<file path="config.mk">
export PLATFORM = sky130hd
export DESIGN_NAME = draw_pair_fetch_flat
export DESIGN_NICKNAME = d
export VERILOG_FILES = /design/src/rtl/draw_pkg.sv /design/src/rtl/draw_pair_fetch_if.sv /design/src/rtl/draw_pair_fifo.sv /design/src/rtl/draw_pair_fetch.sv /design/src/flat_wrapper.sv
export SDC_FILE = /design/constraint.sdc
export NUM_CORES = 1
export LEC_CHECK = 0
export ABC_AREA = 1
export BUFFER_PORTS_ARGS = -buffer_cell sky130_fd_sc_hd__buf_4
export CAP_MARGIN = 25
export CORE_MARGIN = 3
export CORE_UTILIZATION = 50
export CTS_CLUSTER_DIAMETER = 200
export DETAILED_ROUTE_END_ITERATION = 16
export PLACE_DENSITY = 0.82
export SYNTH_ARGS = -nofsm -noshare
export SYNTH_HDL_FRONTEND = slang
export SYNTH_SLANG_ARGS = --single-unit
</file>
<file path="constraint.sdc">
create_clock -name clk -period 4.7 [get_ports clk]
set_clock_uncertainty 0.15 [all_clocks]
set_input_delay 0.235 -clock clk [delete_from_list [all_inputs] [get_ports clk]]
set_output_delay 0.235 -clock clk [all_outputs]
set_load 0.05 [all_outputs]
</file>
<file path="src/rtl/draw_pkg.sv">
// Shared types and defaults for the draw pair fetch stage: FSM states,
// region end address and the packed FIFO word.
package draw_pkg;

  localparam int ADDR_W_DEF     = 14;
  localparam int DATA_W_DEF     = 8;
  localparam int FIFO_DEPTH_DEF = 4;
  localparam logic [ADDR_W_DEF-1:0] LAST_ADDR_A_DEF = 14'd11518;

  typedef enum logic [1:0] {IDLE, RUN, DRAIN, DONE} draw_state_t;

  typedef struct packed {
    logic                  last;
    logic [DATA_W_DEF-1:0] data_b;
    logic [DATA_W_DEF-1:0] data_a;
  } pair_word_t;

endpackage

</file>
<file path="src/rtl/draw_pair_fetch_if.sv">
// Address-pair input, dual-port memory read and packed-word output buses.
// slave is the fetch block; master is the surrounding upstream/memory/sink.
interface draw_pair_fetch_if import draw_pkg::*; #(
  parameter int ADDR_W = ADDR_W_DEF,
  parameter int DATA_W = DATA_W_DEF
);
  logic                  in_valid;
  logic                  in_ready;
  logic [ADDR_W-1:0]     addr_a;
  logic [ADDR_W-1:0]     addr_b;
  logic                  mem_rd_en;
  logic [ADDR_W-1:0]     mem_addr_a;
  logic [ADDR_W-1:0]     mem_addr_b;
  logic [DATA_W-1:0]     mem_data_a;
  logic [DATA_W-1:0]     mem_data_b;
  logic                  out_valid;
  logic                  out_ready;
  logic [2*DATA_W-1:0]   out_data;
  logic                  out_last;

  modport slave (
    input  in_valid, addr_a, addr_b, mem_data_a, mem_data_b, out_ready,
    output in_ready, mem_rd_en, mem_addr_a, mem_addr_b,
           out_valid, out_data, out_last
  );

  modport master (
    output in_valid, addr_a, addr_b, mem_data_a, mem_data_b, out_ready,
    input  in_ready, mem_rd_en, mem_addr_a, mem_addr_b,
           out_valid, out_data, out_last
  );
endinterface

</file>
<file path="src/rtl/draw_pair_fifo.sv">
// Shift-register FIFO of pair_word_t: the head always sits in entry 0, so
// the output word and its valid come straight from flops.
module draw_pair_fifo import draw_pkg::*; #(
  parameter int DEPTH = FIFO_DEPTH_DEF
) (
  input  logic                       clk,
  input  logic                       reset,
  input  logic                       push,
  input  pair_word_t                 din,
  input  logic                       pop,
  output pair_word_t                 dout,
  output logic                       dout_valid,
  output logic [$clog2(DEPTH+1)-1:0] count
);
  localparam int CW = $clog2(DEPTH+1);
  localparam int AW = $clog2(DEPTH);

  pair_word_t      mem [DEPTH];
  logic            push_ok;
  logic [CW-1:0]   cnt_nxt;
  logic [AW-1:0]   widx;

  // With a simultaneous pop the new word lands one slot lower.
  always_comb begin
    push_ok = push && (pop || (count < CW'(DEPTH)));
    cnt_nxt = count + CW'(push_ok) - CW'(pop);
    widx    = pop ? AW'(count - CW'(1)) : AW'(count);
  end

  always_ff @(posedge clk or negedge reset) begin
    if (!reset) begin
      count      <= '0;
      dout_valid <= 1'b0;
      for (int i = 0; i < DEPTH; i++) mem[i] <= '0;
    end else begin
      if (pop)
        for (int i = 0; i < DEPTH-1; i++) mem[i] <= mem[i+1];
      if (push_ok) mem[widx] <= din;
      count      <= cnt_nxt;
      dout_valid <= (cnt_nxt != '0);
    end
  end

  assign dout = mem[0];

endmodule

</file>
<file path="src/rtl/draw_pair_fetch.sv">
// Reads one even/odd byte pair per accepted address pair and queues the packed
// word toward the sink. Optional pairing check: define DRAW_PAIR_CHECK_EN.
module draw_pair_fetch import draw_pkg::*; #(
  parameter int ADDR_W     = ADDR_W_DEF,
  parameter int DATA_W     = DATA_W_DEF,
  parameter int FIFO_DEPTH = FIFO_DEPTH_DEF,
  parameter logic [ADDR_W-1:0] LAST_ADDR_A = ADDR_W'(LAST_ADDR_A_DEF)
) (
  input  logic                    clk,
  input  logic                    reset,
  input  logic                    start,
  draw_pair_fetch_if.slave        bus,
  output logic                    done,
  output logic                    pair_err
);
  localparam int CW = $clog2(FIFO_DEPTH+1);

  draw_state_t       state;
  logic              inflight, last_q;
  logic              in_ready_i, accept, is_last, pop, start_ok;
  logic [CW-1:0]     fifo_count;
  logic [CW:0]       credits;
  logic [DATA_W-1:0] rd_a, rd_b;
  logic              fifo_valid;
  pair_word_t        push_word, head;

  // Credits cover both buffered words and the read in flight, so the FIFO
  // can never be pushed while full.
  assign credits    = {1'b0, fifo_count} + (CW+1)'(inflight);
  assign in_ready_i = (state == RUN) && (credits < (CW+1)'(FIFO_DEPTH));
  assign accept     = bus.in_valid && in_ready_i;
  assign is_last    = (bus.addr_a == LAST_ADDR_A);
  assign start_ok   = start && ((state == IDLE) || (state == DONE));
  assign pop        = fifo_valid && bus.out_ready;

  assign bus.in_ready   = in_ready_i;
  assign bus.mem_rd_en  = accept;
  assign bus.mem_addr_a = accept ? bus.addr_a : '0;
  assign bus.mem_addr_b = accept ? bus.addr_b : '0;

  assign rd_a      = bus.mem_data_a;
  assign rd_b      = bus.mem_data_b;
  assign push_word = '{last: last_q, data_b: rd_b, data_a: rd_a};

  draw_pair_fifo #(.DEPTH(FIFO_DEPTH)) u_fifo (
    .clk        (clk),
    .reset      (reset),
    .push       (inflight),
    .din        (push_word),
    .pop        (pop),
    .dout       (head),
    .dout_valid (fifo_valid),
    .count      (fifo_count)
  );

  assign bus.out_valid = fifo_valid;
  assign bus.out_data  = {head.data_b, head.data_a};
  assign bus.out_last  = head.last;

  always_ff @(posedge clk or negedge reset) begin
    if (!reset) begin
      state    <= IDLE;
      done     <= 1'b0;
      inflight <= 1'b0;
      last_q   <= 1'b0;
    end else begin
      inflight <= accept;
      last_q   <= accept && is_last;
      case (state)
        IDLE:  if (start_ok) state <= RUN;
        RUN:   if (accept && is_last) state <= DRAIN;
        // Leave on the pop that empties the FIFO so done follows it by one cycle.
        DRAIN: if (!inflight && ((fifo_count == '0) ||
                                 ((fifo_count == CW'(1)) && pop))) begin
                 state <= DONE;
                 done  <= 1'b1;
               end
        DONE:  if (start_ok) begin
                 state <= RUN;
                 done  <= 1'b0;
               end
        default: state <= IDLE;
      endcase
    end
  end

`ifdef DRAW_PAIR_CHECK_EN
  always_ff @(posedge clk or negedge reset) begin
    if (!reset)
      pair_err <= 1'b0;
    else if (start_ok)
      pair_err <= 1'b0;
    else if (accept && (bus.addr_a[0] || (bus.addr_b != bus.addr_a + ADDR_W'(1))))
      pair_err <= 1'b1;
  end
`else
  assign pair_err = 1'b0;
`endif

endmodule

</file>
<file path="src/flat_wrapper.sv">
// flat-port wrapper written by rule: the top's interface ports become plain ports
module draw_pair_fetch_flat import draw_pkg::*;
#(
  parameter int ADDR_W     = ADDR_W_DEF,
  parameter int DATA_W     = DATA_W_DEF,
  parameter int FIFO_DEPTH = FIFO_DEPTH_DEF,
  parameter logic [ADDR_W-1:0] LAST_ADDR_A = ADDR_W'(LAST_ADDR_A_DEF)
)
  (clk, reset, start, done, pair_err, bus_in_valid, bus_addr_a, bus_addr_b, bus_mem_data_a, bus_mem_data_b, bus_out_ready, bus_in_ready, bus_mem_rd_en, bus_mem_addr_a, bus_mem_addr_b, bus_out_valid, bus_out_data, bus_out_last);
  draw_pair_fetch_if #(.ADDR_W(ADDR_W), .DATA_W(DATA_W)) bus_i ();
  input  logic clk;
  input  logic reset;
  input  logic start;
  output logic done;
  output logic pair_err;
  input wire logic [$bits(bus_i.in_valid)-1:0] bus_in_valid;
  input wire logic [$bits(bus_i.addr_a)-1:0] bus_addr_a;
  input wire logic [$bits(bus_i.addr_b)-1:0] bus_addr_b;
  input wire logic [$bits(bus_i.mem_data_a)-1:0] bus_mem_data_a;
  input wire logic [$bits(bus_i.mem_data_b)-1:0] bus_mem_data_b;
  input wire logic [$bits(bus_i.out_ready)-1:0] bus_out_ready;
  output wire logic [$bits(bus_i.in_ready)-1:0] bus_in_ready;
  output wire logic [$bits(bus_i.mem_rd_en)-1:0] bus_mem_rd_en;
  output wire logic [$bits(bus_i.mem_addr_a)-1:0] bus_mem_addr_a;
  output wire logic [$bits(bus_i.mem_addr_b)-1:0] bus_mem_addr_b;
  output wire logic [$bits(bus_i.out_valid)-1:0] bus_out_valid;
  output wire logic [$bits(bus_i.out_data)-1:0] bus_out_data;
  output wire logic [$bits(bus_i.out_last)-1:0] bus_out_last;
  assign bus_i.in_valid = bus_in_valid;
  assign bus_i.addr_a = bus_addr_a;
  assign bus_i.addr_b = bus_addr_b;
  assign bus_i.mem_data_a = bus_mem_data_a;
  assign bus_i.mem_data_b = bus_mem_data_b;
  assign bus_i.out_ready = bus_out_ready;
  assign bus_in_ready = bus_i.in_ready;
  assign bus_mem_rd_en = bus_i.mem_rd_en;
  assign bus_mem_addr_a = bus_i.mem_addr_a;
  assign bus_mem_addr_b = bus_i.mem_addr_b;
  assign bus_out_valid = bus_i.out_valid;
  assign bus_out_data = bus_i.out_data;
  assign bus_out_last = bus_i.out_last;
  draw_pair_fetch #(.ADDR_W(ADDR_W), .DATA_W(DATA_W), .FIFO_DEPTH(FIFO_DEPTH), .LAST_ADDR_A(LAST_ADDR_A)) u_core (.clk(clk), .reset(reset), .start(start), .bus(bus_i), .done(done), .pair_err(pair_err));
endmodule
</file>
======== After elaboration in Yosys (flattened, before gate mapping) ========
Index checks and enable logic that the tools add are counted.
storage, ports and cells
  register bits ........................... 77
  bits of input ports ..................... 49
  logic and storage cells ................. 71
cells by class
  add/sub/neg operators ................... 4
  $lt $le $gt $ge ......................... 4
  equality and inequality tests ........... 9
  mux-type cells .......................... 15
  bitwise logic cells ..................... 1
  reduce and logical (&&, ||, !) cells .... 20
operators by type and width
  operator                count
  $bwmux W68              1
  $mux W68                1
  $mux W51                1
  $demux W17 S2           1
  $mux W14                2
  $mux W17                1
  $eq A14 B14 Y1 const B  1
  $logic_and A1 B1 Y1     9
  $mux W2                 4
  $ne A2 B1 Y1 const B    3
  $pmux W2 S3             1
  $reduce_and A3 Y1       2
  $add A3 B1 Y4           1
  $eq A2 B2 Y1 const B    2
  $lt A4 B3 Y1 const B    1
  $add A3 B1 Y3           1
  $eq A3 B1 Y1 const B    1
  $ge A3 B3 Y1 const B    1
  $logic_not A3 Y1        1
  $logic_or A1 B1 Y1      3
  $lt A3 B1 Y1 const B    1
  $lt A3 B3 Y1 const B    1
  $not A2 Y3              1
  $reduce_bool A3 Y1      1
  10 further kinds        11

======== Depth between registers and ports, before layout ========
  depth in word-level cells ............... 9
  depth in mapped cells ................... 9
  depth with buffers taken out ............ 9

======== Modules after synthesis ========
From an unflattened synthesis, not the netlist that was laid out.
second synthesis, totals
  cell total of the unflattened synthesis .. 613
  area, all modules ....................... 4520.6 µm²
by module, submodules not included
  module           instances  cells an instance  area each (µm²)  sequential area each (µm²)
  draw_pair_fifo   1          492                3778.6           1801.7
  draw_pair_fetch  1          121                742.0            125.1

======== Least setup slack after synthesis ========
No wires, ideal clock.
  path type ............................... register to output
  start point ............................. register u_core.u_fifo.count[2]
  end point ............................... output bus_mem_addr_a[6]
  data arrival time ....................... 2551 ps
  slack ................................... 1764 ps
  cell stages (with the launch flop) ...... 9
  cells stage by stage .................... dfrtp_1 ha_1 nand3_1 nand2_1 nor3_2 inv_2 buf_2 buf_6 nor2_1
between the ends
  cells in the longest elaborated chain, start to end .. 5
ends and longest elaborated chain
  item                      RTL line               text
  start: declaration        draw_pair_fifo.sv:13   output logic [$clog2(DEPTH+1)-1:0] count
  start signal: assignment  draw_pair_fifo.sv:39   count <= cnt_nxt;
  $add A3 B1 Y4             draw_pair_fetch.sv:29  assign credits = {1'b0, fifo_count} + (CW+1)'(inflight);
  $lt A4 B3 Y1              draw_pair_fetch.sv:30  assign in_ready_i = (state == RUN) && (credits < (CW+1)'(FIFO_DEPTH));
  $logic_and A1 B1 Y1       draw_pair_fetch.sv:30
  $logic_and A1 B1 Y1       draw_pair_fetch.sv:31  assign accept = bus.in_valid && in_ready_i;
  via bus_mem_rd_en         flat_wrapper.sv:23     output wire logic [$bits(bus_i.mem_rd_en)-1:0] bus_mem_rd_en;
  $mux W14                  draw_pair_fetch.sv:38  assign bus.mem_addr_a = accept ? bus.addr_a : '0;
  end: declaration          flat_wrapper.sv:24     output wire logic [$bits(bus_i.mem_addr_a)-1:0] bus_mem_addr_a;
The timed path passes the listed nets, and every way through them passes these cells.

======== Worst setup path in the final report ========
  start point ............................. register u_core.u_fifo.dout_valid
  end point ............................... register u_core.u_fifo.dout_valid
between the ends
  cells in the longest elaborated chain, start to end .. 6
ends and longest elaborated chain
  item                          RTL line               text
  start: declaration            draw_pair_fifo.sv:12   output logic dout_valid,
  start signal: assignment      draw_pair_fifo.sv:40   dout_valid <= (cnt_nxt != '0);
  $logic_and A1 B1 Y1 (*)       draw_pair_fetch.sv:34  assign pop = fifo_valid && bus.out_ready;
  $logic_or A1 B1 Y1            draw_pair_fifo.sv:25   push_ok = push && (pop || (count < CW'(DEPTH)));
  $logic_and A1 B1 Y1           draw_pair_fifo.sv:25
  $add A3 B1 Y3                 draw_pair_fifo.sv:26   cnt_nxt = count + CW'(push_ok) - CW'(pop);
  $sub A3 B1 Y3 (*)             draw_pair_fifo.sv:26
  via u_core.u_fifo.cnt_nxt[1]  draw_pair_fifo.sv:20   logic [CW-1:0] cnt_nxt;
  $reduce_bool A3 Y1 (*)        draw_pair_fifo.sv:40
The timed path passes the listed nets; every way through them passes the cells marked *.
A chain may end at the register's enable or synchronous reset.

==> metrics <==
largest area contributor in the netlist dfrtp_1; status completed; fin crit period ~3.3 ns; Syn Inst Count between 500 and 600; Setup crit start kind flip-flop; Yosys reg bits 77; PortBufs 97; Worst Tran Pin Value around 0.95 ns; DR vias/cell 5.12; Clock Pin Slew Worst Setup and Hold Paths 0.07 ns; Setup TNS Final 0 ns; VDD IR max 350 uV; Slew headroom 0.365; synth warn 0; first-pass GRT wire length 15.3 mm; ant diodes 0; post-CTS sizing 0; Min Hold Slack 0.0129 ns; area of placed instances 4690 um2; post-route ant nets 0; Sink Count 77; placed cell count 692; postcts setup bufs 0; area of the core around 8000 um2; RSZ-0062 raised after global routing no; cts hold-fix bufs 1; fmax 303 MHz; Area Overhead vs Synth 21.5%; clock latency on the worst-skew pair 0.35 ns; Final period util 0.703; Critical Path RT 4.77 ns; Hold Crit Class input port to flip-flop; register area 1930 um2; Ports 99; utilization after layout 0.633; Initial Util 0.521; H-tree levels 3; sequential area share after synthesis 0.473; Synth top area share 0.473; vias 3,633; Root Driver clkbuf_8; Comb power frac 0.436; critical setup path kind flip-flop to flip-flop; leakage 0.00266 uW; Nets 661; CP max FO 54; per-cell routed wire length 13.0 um; grt ovf 0; Synth Cell Area 4070 um2; Seq pwr share 0.360; TritonCTS Buffers 9; share of layout cells above drive strength 1 0.226; clk buf depth 2; initial antenna violation count 0; fillers ~650; CTS tree done; drt total wl 9.23 mm; Max Slew Vio Count 0; die width ~96 um; pwr dens 603 nW/um2; DRC viols 0; switching portion of total power 0.427; switching power 1280 uW; die height between 90 and 100 um; r2r startpoint u_core.u_fifo.dout_valid; routability cong. 0.778; Clk pwr share 0.204; area of the multi-input gates 1660 um2; Final setup violation count 0; largest net degree at the start of global routing 78; Power Internal 1710 uW; cell area after layout a little under 5000 um2; vias in the first global route 3,508; Synth cell types 30; Tot GR Track Use 0.209; non-filler cells, final 709; Mapped Nets 593; max_cap viols 0; Area contributors post-synth dfrtp_1 (47%), nand2_1 (16%), nor2_1 (5.6%), inv_1 (5.3%), a31oi_1 (4.9%); Critical Path AT 3.38 ns; initial drt markers 283; Rows 32; final hold vios 0; DRT Pass-1 Iters 6; hold path start bus_in_valid; Setup crit end kind flip-flop; Synth Area per Inst 7.62 um2; worst setup path start u_core.u_fifo.dout_valid; die area 9260 um2; dpl hpwl between 6 and 7 mm
==> final timing paths <==
| kind | slack, ns | to | depth (start not counted) |
|---|---|---|---|
| worst max-delay path | 1.40 | u_core.u_fifo.dout_valid | 8 |
| worst min-delay path | 0.01 | u_core.inflight | 3 |
| worst max register to register | 1.40 | u_core.u_fifo.dout_valid | 8 |
| worst min register to register | 0.34 | flip-flop | 2 |
| max in group asynchronous | 3.36 | u_core.done | 2 |
| min in group asynchronous | 0.42 | asynchronous set/reset pin | 2 |
==> synthesized netlist by cell type <==
cell	number
conb_1	1
clkbuf_1	9
buf_2	14
nand2_2	3
nand2_1	173
inv_2	4
a21boi_4	1
nor3b_1	1
a31oi_1	32
ha_1	9
buf_4	17
nand4_1	1
xnor2_1	1
buf_6	1
o21ai_1	36
or3_1	1
nor2_1	61
inv_1	58
nor3_2	1
a21oi_1	1
buf_1	1
fa_1	1
nand3_2	2
xor2_2	1
o21ai_2	1
nor3_1	3
o21ai_0	3
dfrtp_1	77
nand3_1	10
nor2_2	10
==> cell families (layout without fill, tap and decap cells) <==
kind of cell	count (synthesis)	after routing	share of synthesized area
simple gates	266	266	0.264
buf+inv	104	177	0.118
compound gates	74	74	0.105
xor+xnor	2	2	0.00615
other cells	1	1	0.000921
fa+ha+maj	10	10	0.0326
flops	77	77	0.473
==> power by group through the flow <==
stage               clock network (uW)  registers (uW)  logic (uW)
finish                             609            1070        1300
global route                       645            1100        1440
CTS                                619            1070        1310
global placement                     0            1070        1250
floorplan                            0            1040        1060
detailed placement                   0            1080        1300
==> cell usage in the layout, fill, tap and decap left out, types with 4 or more instances in the layout <==
cell type / instances
nor2_1: 61
inv_2: 4
nor2_2: 10
inv_1: 58
nand2_1: 173
a31oi_1: 32
ha_1: 9
o21ai_1: 36
buf_4: 98
dfrtp_1: 77
clkbuf_8: 10
nand3_1: 10
==> layer usage <==
metal  up-vias  wire length [um]  global-route usage
li1       1780                 -                   -
met1      1688              3910               0.254
met2       150              4490               0.362
met3        15               705              0.0313
met4         0               135              0.0972
met5         -                 0                   0
==> final cells by class <==
cell class              count  area share
inverters                  62      0.0471
clock buffers              10      0.0278
well taps                 102      0.0258
clock inverters             6      0.0223
flip-flops and latches     77       0.390
multi-input cells         353       0.337
repair buffers             99       0.151
==> stage by stage <==
step           worst slack, ns  total power, uW
2_1_floorplan             1.76             2100
3_3_place_gp              1.51             2320
3_5_place_dp              1.42             2380
4_1_cts                   1.41             3000
5_1_grt                   1.22             3180
6_report                  1.40             2980
==> critical path, cell delays in order, from the launching register on <==
cell and delay (ns):
dfrtp_1 0.41, nand2_2 0.07, buf_4 0.47, inv_2 0.52, ha_1 0.45, inv_1 0.05
ha_1 0.18, fa_1 0.45, or3_1 0.39
Note: power is estimated with default switching activity, not from simulation.
